File: src/rtl/mux4_rr_arbiter.sv
// Round-robin arbiter that shares one 4:1 mux output channel between four
// valid/ready requesters. Drives the registered mux select and a one-hot grant,
// and limits each grant to HOLD_MAX beats so that no requester starves the others.
//
// state | meaning
// IDLE  | no owner; scans req starting at ptr and registers the winner into sel
// GRANT | lane sel owns the channel; counts beats until the hold limit or req drops
module mux4_rr_arbiter #(
    parameter int DW       = 8,
    parameter int HOLD_MAX = 4
) (
    input  logic            clk,
    input  logic            rst,
    input  logic [3:0]      req,
    input  logic [4*DW-1:0] in_data,
    output logic [3:0]      in_ready,
    output logic            out_valid,
    output logic [DW-1:0]   out_data,
    input  logic            out_ready,
    output logic [1:0]      sel,
    output logic [3:0]      grant,
    output logic            busy
);

    localparam int BW = $clog2(HOLD_MAX + 1);
    localparam logic [BW-1:0] LAST_BEAT = BW'(HOLD_MAX - 1);

    typedef enum logic {
        IDLE  = 1'b0,
        GRANT = 1'b1
    } state_t;

    state_t          state_q, state_nx;
    logic [1:0]      sel_q, sel_nx;
    logic [1:0]      ptr_q, ptr_nx;
    logic [BW-1:0]   beat_q, beat_nx;
    logic [1:0]      winner;
    logic [1:0]      scan_idx;
    logic            found;
    logic            xfer;

    // Priority scan of req beginning at ptr, wrapping 3 -> 0.
    always_comb begin
        winner   = ptr_q;
        scan_idx = ptr_q;
        found    = 1'b0;
        for (int k = 0; k < 4; k++) begin
            scan_idx = ptr_q + 2'(k);
            if (!found && req[scan_idx]) begin
                winner = scan_idx;
                found  = 1'b1;
            end
        end
    end

    // Channel outputs depend only on registered state/sel and the request inputs,
    // so out_valid never depends on out_ready.
    always_comb begin
        busy      = (state_q == GRANT);
        sel       = sel_q;
        grant     = busy ? (4'b0001 << sel_q) : 4'b0000;
        out_valid = busy & req[sel_q];
        in_ready  = busy ? ((4'b0001 << sel_q) & {4{out_ready}}) : 4'b0000;
        out_data  = in_data[sel_q*DW +: DW];
        xfer      = out_valid & out_ready;
    end

    // Next-state logic: arbitration in IDLE, beat metering and release in GRANT.
    always_comb begin
        state_nx = state_q;
        sel_nx   = sel_q;
        ptr_nx   = ptr_q;
        beat_nx  = beat_q;
        case (state_q)
            IDLE: begin
                if (found) begin
                    sel_nx   = winner;
                    beat_nx  = '0;
                    state_nx = GRANT;
                end
            end
            GRANT: begin
                // A dropped request releases the channel; no beat can occur then
                // because out_valid is low.
                if ((xfer && beat_q == LAST_BEAT) || !req[sel_q]) begin
                    state_nx = IDLE;
                    ptr_nx   = sel_q + 2'd1;
                    beat_nx  = '0;
                end else if (xfer && beat_q != LAST_BEAT) begin
                    beat_nx = beat_q + BW'(1);
                end
            end
            default: begin
                state_nx = IDLE;
            end
        endcase
    end

    // State register; reset aborts any grant in progress.
    always_ff @(posedge clk or posedge rst) begin
        if (rst) begin
            state_q <= IDLE;
            sel_q   <= 2'd0;
            ptr_q   <= 2'd0;
            beat_q  <= '0;
        end else begin
            state_q <= state_nx;
            sel_q   <= sel_nx;
            ptr_q   <= ptr_nx;
            beat_q  <= beat_nx;
        end
    end

endmodule
File: config.mk
export PLATFORM = sky130hd
export DESIGN_NAME = mux4_rr_arbiter
export DESIGN_NICKNAME = d
export VERILOG_FILES = /design/src/rtl/mux4_rr_arbiter.sv
export SDC_FILE = /design/constraint.sdc
export NUM_CORES = 1
export LEC_CHECK = 0
export CORE_MARGIN = 3
export CORE_UTILIZATION = 34
export CTS_CLUSTER_SIZE = 24
export DETAILED_ROUTE_END_ITERATION = 16
export GPL_TIMING_DRIVEN = 0
export PLACE_DENSITY = 0.79
export SETUP_SLACK_MARGIN = 0.5
export SLEW_MARGIN = 20
export SYNTH_ARGS = -nofsm -noshare
export SYNTH_HDL_FRONTEND = slang
export SYNTH_SLANG_ARGS = --single-unit
File: constraint.sdc
create_clock -name clk -period 2.05 [get_ports clk]
set_input_delay 0.205 -clock clk [delete_from_list [all_inputs] [get_ports clk]]
set_output_delay 0.205 -clock clk [all_outputs]
set_load 0.01 [all_outputs]
==> summary.txt <==
====================================================================================================
Result of the run ..................................................................... complete, no violations
Overall fraction of global-route tracks in use ........................................        17.9%
Maximum clock path buffer count .......................................................            2
Footprint of the multi-input gates ....................................................     627 um^2
Die outline width .....................................................................      55.4 um
Arrival @ worst endpoint ..............................................................      1.64 ns
Smallest setup slack after layout .....................................................     0.207 ns
Via count .............................................................................          904
Layout cell share with drive strength beyond 1 ........................................        32.4%
Count of nets left with antenna violations after detail routing .......................            0
DP Area ...............................................................................    1450 um^2
Overall power after layout ............................................................      1.88 mW
Count of cells along the worst register-to-register path ..............................            5
Total DRC errors in the routed layout .................................................            0
Overall overflow remaining after global route .........................................            0
Minimum period implied by the final worst setup slack .................................      1.84 ns
Filler cell count in the final layout .................................................          182
Highest-delay cell along the critical path ............................................ sky130_fd_sc_hd__mux4_2
Initial antenna violation count .......................................................            0
Register share of total power .........................................................        16.0%
Count of buffering cells on the critical path with inverters included .................            2
Worst setup skew after layout .........................................................   0.00118 ns
R2r endpoint .......................................................................... beat_q[1]$_DFFE_PP0P_
Number of failing hold endpoints at the final stage ...................................            0
Number of standard-cell rows in the floorplan .........................................           17
Maximum fanout encountered on the critical timing path ................................           10
Ratio of total power to cell area ..................................................... 1180 nW/um^2
Clock latency reported for the late side of the worst-skew pair .......................      0.26 ns
CTS tree ..............................................................................        built
Nature of the critical path endpoint ..................................................  output port
Area of the die .......................................................................    3070 um^2
ANT cells .............................................................................            0
Critical path, cell by cell ........................................................... buf_12 > mux4_2 > dlygate4sd2_1
Sinks on Clock Net ....................................................................            8
Number of max-slew violations in the final report .....................................            0
Number of endpoints failing setup at the final stage ..................................            0
Highest cell delay on the worst timing path ...........................................      0.50 ns
Net switching power of the design .....................................................     0.726 mW
Sequential share of the synthesized area ..............................................        24.1%
Initial Utilization ...................................................................        36.8%
Global-route wire length before repair ................................................      4.48 mm
Maximum resistive drop on vdd .........................................................     0.825 mV
R2R Setup Slk .........................................................................      0.22 ns
Core region area ......................................................................    2250 um^2
Net count of the mapped netlist .......................................................          120
Final non-filler cell area ............................................................    1600 um^2
Area used by sequential logic in the layout ...........................................     201 um^2
Reported max-cap violation count ......................................................            0
Setup repair after global routing missed its margin ...................................         true
Cell family with most CP delay ........................................................ multiplexers
Transition time at the pin with the least slew margin .................................     0.507 ns
Worst slack at placement ..............................................................    -0.172 ns
Placed wire-length estimate ...........................................................      2.20 mm
Core occupancy in the finished layout .................................................        70.8%
Number of global-route vias before repair .............................................          908
Number of iterations in the first detailed-routing pass ...............................            3
Vert. Die Dim .........................................................................      55.4 um
Combinational Power Share .............................................................        76.8%
Final weighted congestion in routability-driven placement .............................        0.793
Switching Share .......................................................................        38.6%
Io pins ...............................................................................           59
Leak pwr ..............................................................................     0.741 nW
CTS H-Tree Depth ......................................................................            1
Worst Setup Path Type .................................................................      reg2out
Pin count of the biggest net entering global routing ..................................           11
Count of unique library cells instantiated by Yosys ...................................           28
Cells after synthesis .................................................................           75
Post-route fraction of the period consumed by the critical path .......................        89.9%
Clock-pin slew reported for the worst setup and hold paths after clock tree synthesis .      0.06 ns
Routed length per instance ............................................................      15.5 um
Count of input and output buffers .....................................................           58
Highest clock frequency the design can meet ...........................................      543 MHz
Number of warnings reported in the yosys synthesis log ................................            0
Number of CTS-inserted buffers ........................................................            3
Via count normalized by instance count ................................................         5.14
Synthesized area divided by synthesized cell count ....................................    11.1 um^2
Post-Syn Area .........................................................................     831 um^2
Internal power component ..............................................................      1.15 mW
Signed area change from the synthesized netlist to the final layout ...................        92.0%
Number of nets in the layout ..........................................................          194
Cell at the root of the clock tree .................................................... sky130_fd_sc_hd__clkbuf_4
Critical path launch point type .......................................................     register
Source of the worst register-to-register timing path .................................. sel[0]$_DFFE_PP0P_
Count of routing violations after the opening detailed-route iteration ................           12
Class of the most critical hold timing path ...........................................     in2async
Slew margin rel. ......................................................................        65.9%
Required time of the critical path ....................................................      1.85 ns
Detailed-route wire length ............................................................      2.73 mm
Number of storage elements in the synthesis netlist ...................................            8
Power share of the clock group ........................................................         7.2%
====================================================================================================
## power by group through the flow
| stage | combinational, mW | clock [mW] | sequential (mW) |
|---|---|---|---|
| after floorplan | 0.689 | 0 | 0.303 |
| final | 1.44 | 0.136 | 0.301 |
| after global routing | 1.56 | 0.147 | 0.314 |
| after detailed placement | 1.25 | 0 | 0.307 |
| after global placement | 1.22 | 0 | 0.302 |
| after CTS | 1.36 | 0.141 | 0.299 |
## worst max-delay path by stage
stage	from	to	slack, ns	cells past startpoint
after floorplan	sel[0]$_DFFE_PP0P_	ptr_q[0]$_DFFE_PP0P_	0.42	3
after global placement	req[3]	out_valid	-0.17	4
after detailed placement	req[3]	out_valid	-0.17	4
after CTS	sel[0]$_DFFE_PP0P_	in_ready[0]	0.18	5
after global routing	sel[0]$_DFFE_PP0P_	out_data[4]	0.16	3
final	sel[0]$_DFFE_PP0P_	out_data[4]	0.21	3
## stage by stage
stage	hold slack, ns	TNS [ns]	std cells
after global routing	0.219	0	176
after global placement	0.457	-0.168	161
final	0.184	0	176
after CTS	0.183	0	175
after floorplan	0.0206	0	75
after detailed placement	0.468	-0.172	161
## Yosys cell counts
cell type	count	area, um^2
sky130_fd_sc_hd__a21oi_2	1	8.76
sky130_fd_sc_hd__mux2_2	2	22.5
sky130_fd_sc_hd__a21oi_1	2	10.0
sky130_fd_sc_hd__clkbuf_1	1	3.75
sky130_fd_sc_hd__buf_2	2	10.0
sky130_fd_sc_hd__nor3_1	1	5.00
sky130_fd_sc_hd__o21ai_0	2	10.0
sky130_fd_sc_hd__o31a_1	1	8.76
sky130_fd_sc_hd__a211oi_1	1	7.51
sky130_fd_sc_hd__o41ai_1	1	8.76
sky130_fd_sc_hd__nor2b_1	1	6.26
sky130_fd_sc_hd__and2_1	5	31.3
sky130_fd_sc_hd__and3_1	5	31.3
sky130_fd_sc_hd__mux2_4	1	15.0
sky130_fd_sc_hd__or2_2	2	12.5
sky130_fd_sc_hd__mux4_2	9	203
sky130_fd_sc_hd__ha_1	6	75.1
sky130_fd_sc_hd__dfrtp_1	8	200
sky130_fd_sc_hd__a21bo_2	1	10.0
sky130_fd_sc_hd__nand2b_1	4	25.0
sky130_fd_sc_hd__nand2_1	3	11.3
sky130_fd_sc_hd__nand3_1	1	5.00
sky130_fd_sc_hd__inv_1	7	26.3
sky130_fd_sc_hd__a22oi_4	1	21.3
sky130_fd_sc_hd__nand3b_1	1	7.51
sky130_fd_sc_hd__a21boi_0	3	22.5
sky130_fd_sc_hd__nor4_2	1	12.5
sky130_fd_sc_hd__mux2i_1	2	20.0
## metal layers
metal	track usage, %	up-vias	part of all wire (%)
li1	-	432	-
met2	31.1	45	49
met5	0	-	0
met3	3.50	2	6.6
met4	4.51	0	0.59
met1	22.5	425	43
## kinds of logic after synthesis
logic type / share of synthesized area, %
and+or+nand+nor: 17.8
muxes: 31.3
AOI/OAI and AO/OA: 13.0
buffers and inverters: 4.82
DFF: 24.1
adders and majority gates: 9.04
## registers in the layout (all words and copies together), names as in the netlist
signal	cells
busy	1
sel	2
ptr_q	2
beat_q	3
## worst reg2reg max path, delay by kind of cell, from the launching register on
kind	cells	cell delay (ns)
buffers and inverters	2	0.26
muxes	2	0.87
AOI/OAI and AO/OA	1	0.17
DFF	1	0.42
## repair_timing
item                       in CTS  in global routing
pin swaps                       2                  1
resized for setup              44                 15
setup endpoints to repair      22                 23
hold buffers                    0                  0
buffers inserted               10                  1
## area by class of cell
cell class                 count  area share, %
buffer                         3           2.27
clock buffer                   4           1.65
inverter                       7           1.80
multi-input combinational     57           39.3
sequential                     8           12.6
tap                           28           2.20
timing repair buffer          69           40.2
## cells in the final DEF (no fill, tap or decap), drive strengths merged, types with 3 or more instances in the layout
master,netlist,layout
mux4,9,9
and3,5,5
dlygate4sd2,0,13
ha,6,6
and2,5,5
nand2b,4,4
clkdlybuf4s50,0,38
a21oi,3,3
a21boi,3,3
nand2,3,3
dfrtp,8,8
buf,2,19
inv,7,7
clkbuf,1,5
mux2,3,3
(Power assumes the default switching activity.)
==> edit 1, RTL diff (same flow settings) <==
`HOLD_MAX`: 4 -> 2.
--- a/src/rtl/mux4_rr_arbiter.sv
+++ b/src/rtl/mux4_rr_arbiter.sv
@@ -8,5 +8,5 @@
 module mux4_rr_arbiter #(
     parameter int DW       = 8,
-    parameter int HOLD_MAX = 4
+    parameter int HOLD_MAX = 2
 ) (
     input  logic            clk,
Check against the original RTL: not equivalent (Yosys sat finds a counterexample within 4 cycles, from zero or initial values and one cycle with rst high).
==> edit 1 against the unedited design <==
  * Final area down 9.6%
  * Clock power decreased by 11%
  * Power decreased by 5.8%
  * Largest cell class unchanged
  * Global-route usage is 3.8 points higher
  * Worst setup slack better by 0.11 ns
  * Routed wire length grew 1.4%
  * Largest power group unchanged
  * Sequential share of layout area fell by 0.40 points
  * Final cell count shrank 9.1%
  * Synthesized area shrank 14%
  * Sequential cell count decreased by 1
  * Register-to-register slack gained 0.099 ns
==> edit 1: results (changes against the unedited design) <==
| Metric | Value |
|---|---|
| Internal cell power | `0.00108 W (-6.4%)` |
| Iter 0 DRT Violations | `12 (unchanged)` |
| Top post-synthesis cells by area | `mux4_2 (28%), dfrtp_1 (25%), ha_1 (8.8%), and2_1 (4.4%), nand2_1 (3.7%)` |
| First-pass GRT wire length | `4240 um (-5.4%)` |
| Peak VDD IR | `1.01 mV (+23%)` |
| Clk buf depth | `2 (unchanged)` |
| Gp weighted congestion | `0.763 (-3.7%)` |
| Status | `finished, final reports clean` |
| Async SR Flop Fraction | `100% (unchanged)` |
| Post-DP HPWL | `2210 um (+0.54%)` |
| Leakage | `0.642 nW (-13%)` |
| Commonest cells in the synthesized netlist | `mux4_2 (9), dfrtp_1 (7), nand2_1 (7)` |
| Worst Max-Slew Pin Slew | `0.336 ns (-0.171 ns)` |
| Placed Area | `1330 um^2 (-8.5%)` |
| Port bufs | `58 (unchanged)` |
| Synth Net Count | `112 (-6.7%)` |
| Final wirelength | `2770 um (+1.4%)` |
| HP Class | `primary input to async pin` |
| Worst path arrival time | `1.86 ns (+0.22 ns)` |
| CP max stage delay | `0.53 ns (+0.03 ns)` |
| Layout Cells excl Fill | `160 (-9.1%)` |
| Worst-path clk slew | `around 0.050 ns` |
| Distinct cells, synth | `27 (-3.6%)` |
| Yosys warnings | `0 (unchanged)` |
| CTS tree | `yes` |
| Clock Skew | `0.00479 ns (+0.00361 ns)` |
| Reg2reg path depth | `4 (-1)` |
| R2R Path End | `ptr_q[1]$_DFFE_PP0P_` |
| Sequential fraction of the synthesis area | `24.5% (+0.42 points)` |
| Dpl ws | `-0.0885 ns (+0.0838 ns)` |
| H-Tree Depth | `1 (unchanged)` |
| Placed cell count | `151 (-6.2%)` |
| Fin crit share | `84.4% (-5.5 points)` |
| # resized after CTS | `81 (+84%)` |
| Post-CTS Setup Bufs | `4 (-6)` |
| Gr usage total | `21.7% (+3.8 points)` |
| Pre-antenna DRT Iters | `4 (+1)` |
| Initial antenna violation count | `0 (unchanged)` |
| CP Class | `flip-flop to flip-flop` |
| Vias in the first global route | `857 (-5.6%)` |
| Slowest cell on the critical path | `mux4_2` |
| Layout cells sized above 1 | `32.6% (+0.16 points)` |
| CP max FO | `4 (-6)` |
| Nets | `180 (-7.2%)` |
| Vias per std cell | `5.07 (-1.3%)` |
| Worst setup path startpoint | `sel[0]$_DFFE_PP0P_` |
| DIE WIDTH | `51.8 um (-6.5%)` |
| Syn Area/Cell | `10.5 um^2 (-5.2%)` |
| Flop2flop setup slack | `0.32 ns (+0.10 ns)` |
| Clk Latency, worst-skew pair | `0.25 ns` |
| Root buf cell | `clkbuf_4` |
-- edit 1: cell families after synthesis --
logic type	after synthesis	share of synthesized area (%)
and+or+nand+nor	24	18.4
muxes	12	32.9
AOI/OAI and AO/OA	11	9.98
buffers and inverters	9	5.43
DFF	7	24.5
adders and majority gates	5	8.76
-- edit 1: how the worst min path moves through the flow --
| stage | endpoint | slack (ns) | cells after the start |
|---|---|---|---|
| after global routing | beat_q[1]$_DFFE_PP0P_ | 0.20 | 2 |
| after floorplan | beat_q[0]$_DFFE_PP0P_ | 0.008 | 1 |
| after global placement | beat_q[0]$_DFFE_PP0P_ | 0.45 | 2 |
| final | beat_q[1]$_DFFE_PP0P_ | 0.20 | 2 |
| after detailed placement | beat_q[0]$_DFFE_PP0P_ | 0.47 | 2 |
| after CTS | beat_q[1]$_DFFE_PP0P_ | 0.20 | 2 |
-- edit 1: per-layer routing --
metal / vias up / global-route usage [%] / wire length (um)
met5: - / 0 / 0
met4: 0 / 2.62 / 0
met3: 0 / 3.72 / 124
met2: 28 / 44.6 / 1610
met1: 390 / 22.7 / 1040
li1: 393 / - / -
-- edit 1: cell type report --
cell class / count / area (um^2)
Buffer: 3 / 36.3
Clock buffer: 4 / 26.3
Fill cell: 133 / 415
Inverter: 6 / 27.5
Multi-Input combinational cell: 52 / 543
Sequential cell: 7 / 176
Tap cell: 25 / 31.3
Timing Repair Buffer: 63 / 602
-- edit 1: power groups by stage --
stage	registers [W]	logic, W	clock network (W)
floorplan	0.000277	0.000614	0
global placement	0.000273	0.00112	0
detailed placement	0.000283	0.00116	0
CTS	0.000290	0.00132	0.000125
global route	0.000294	0.00146	0.000136
finish	0.000286	0.00136	0.000121
==> edit 2, RTL diff (same flow settings) <==
Without the edit above. Make the reset (`rst`) synchronous in one clocked block.
--- a/src/rtl/mux4_rr_arbiter.sv
+++ b/src/rtl/mux4_rr_arbiter.sv
@@ -98,5 +98,5 @@
 
     // State register; reset aborts any grant in progress.
-    always_ff @(posedge clk or posedge rst) begin
+    always_ff @(posedge clk) begin
         if (rst) begin
             state_q <= IDLE;
Formal check against the unedited RTL: differs if rst is asserted again (counterexample within 4 cycles, from zero or initial values and one cycle with rst high); with rst held inactive, the same outputs for 10 cycles.
==> edit 2 against the unedited design <==
  * Worst setup slack gained 0.014 ns
  * Worst hold slack better by 0.15 ns
  * Register-to-register slack is essentially flat
  * First-iteration DRC count rose by 140%
  * Final area rose by 7.8%
  * Sequential cell count unchanged
  * Clock skew is 0.018 ns higher
  * Final cell count rose by 5.7%
  * Synthesized area shrank 5.9%
  * Routed wire length rose by 36%
Power is not compared: it rests on default switching activity, and its combinational part moved more than twofold at a synthesized area within 25%.
==> edit 2: results (changes against the unedited design) <==
| Metric | Value |
|---|---|
| Dpl ws | `-0.0666 ns (+0.106 ns)` |
| Met2 Wirelength | `1890 um (+40%)` |
| HP Class | `primary input to flip-flop` |
| Max reg flops | `3 (unchanged)` |
| Post-synth top flop | `dfxtp_1` |
| Final Power | `around 0.00088 W` |
| Vias in the first global route | `868 (-4.4%)` |
| Worst Max-Slew Pin Slew | `0.420 ns (-0.0879 ns)` |
| R2R Path Start | `sel[0]$_SDFFE_PP0P_` |
| # resized after CTS | `81 (+84%)` |
| Gr usage total | `21.8% (+3.9 points)` |
| Top post-synthesis cells by area | `mux4_2 (26%), dfxtp_1 (20%), ha_1 (9.6%), mux2i_1 (5.1%), and2_1 (4.0%)` |
| First-pass GRT wire length | `4550 um (+1.7%)` |
| Worst-path clk slew | `0.07 ns` |
| Clk Latency, worst-skew pair | `~0.27 ns` |
| Pre-antenna DRT Iters | `4 (+1)` |
| Nets | `205 (+5.7%)` |
| CP endpoint | `beat_q[0]$_SDFFE_PP0P_` |
| CP max FO | `3 (-7)` |
| Layout cells sized above 1 | `47.2% (+15 points)` |
| GR Layer Usage met3 | `4.43% (+0.93 points)` |
| Switching Fraction | `~33%` |
| Sequential fraction of the synthesis area | `20.5% (-3.6 points)` |
| CP max stage delay | `0.53 ns (+0.03 ns)` |
| Pins over their slew limit | `0 (unchanged)` |
| Placed Area | `1400 um^2 (-3.6%)` |
| Async SR Flop Fraction | `0% (-100 points)` |
| Layout Cells excl Fill | `186 (+5.7%)` |
| Final wirelength | `3700 um (+36%)` |
| Flop2flop setup slack | `0.22 ns (about the same)` |
| CP Class | `flip-flop to flip-flop` |
| Met1 Wirelength | `1490 um (+26%)` |
| Clk buf depth | `2 (unchanged)` |
| Met3 WL post-DR | `250 um (+39%)` |
| Hold path cells | `2` |
| Uppermost routed layer | `met4` |
| Met2 usage | `38.3% (+7.2 points)` |
| Iter 0 DRT Violations | `29 (+17)` |
| Gp weighted congestion | `0.733 (-7.6%)` |
| Worst path arrival time | `1.97 ns (+0.33 ns)` |
| Vias per std cell | `5.26 (+2.5%)` |
| Commonest cells in the synthesized netlist | `mux4_2 (9), dfxtp_1 (8), ha_1 (6), nor2_1 (6), and2_1 (5)` |
| Post-DP HPWL | `2090 um (-4.8%)` |
| Tmin final | `1.83 ns (-0.0139 ns)` |
| Syn Area/Cell | `10.2 um^2 (-8.3%)` |
| Status | `finished, final reports clean` |
| Met1 Use GR | `25.9% (+3.4 points)` |
| Initial antenna violation count | `0 (unchanged)` |
| WHS | `0.329 ns (+0.145 ns)` |
| H-Tree Depth | `1 (unchanged)` |
| Fillcell total | `103 (-43%)` |
| Clock Skew | `0.0195 ns (+0.0183 ns)` |
| Root buf cell | `clkbuf_4` |
| Port bufs | `57 (-1.7%)` |
| Post-CTS Setup Bufs | `14 (+4)` |
| Synth Net Count | `122 (+1.7%)` |
==> edit 2: cell count changes after synthesis, sizes merged, moves of 2 or more <==
cell	change
a21boi	-2
inv	-4
nor2	+6
dfrtp	-8
dfxtp	+8
nand2b	-2
nor2b	+2
mux2i	+3
==> edit 2: final cells by class <==
cell class	instances	area [um^2]	share of cell area, %
Buffer	5	48.8	2.84
Multi-Input combinational cell	61	671	39.0
Sequential cell	8	166	9.68
Inverter	3	20.0	1.16
Timing Repair Buffer	78	753	43.8
Clock buffer	4	26.3	1.53
Tap cell	27	33.8	1.97
==> edit 2: kinds of logic (layout without fill, tap and decap cells) <==
kind of cell | after synthesis | in the layout | share of synthesized area [%]
and+or+nand+nor | 31 | 31 | 22.6
muxes | 16 | 16 | 36.8
AOI/OAI and AO/OA | 8 | 8 | 6.40
DFF | 8 | 8 | 20.5
buffers and inverters | 8 | 90 | 4.16
adders and majority gates | 6 | 6 | 9.60
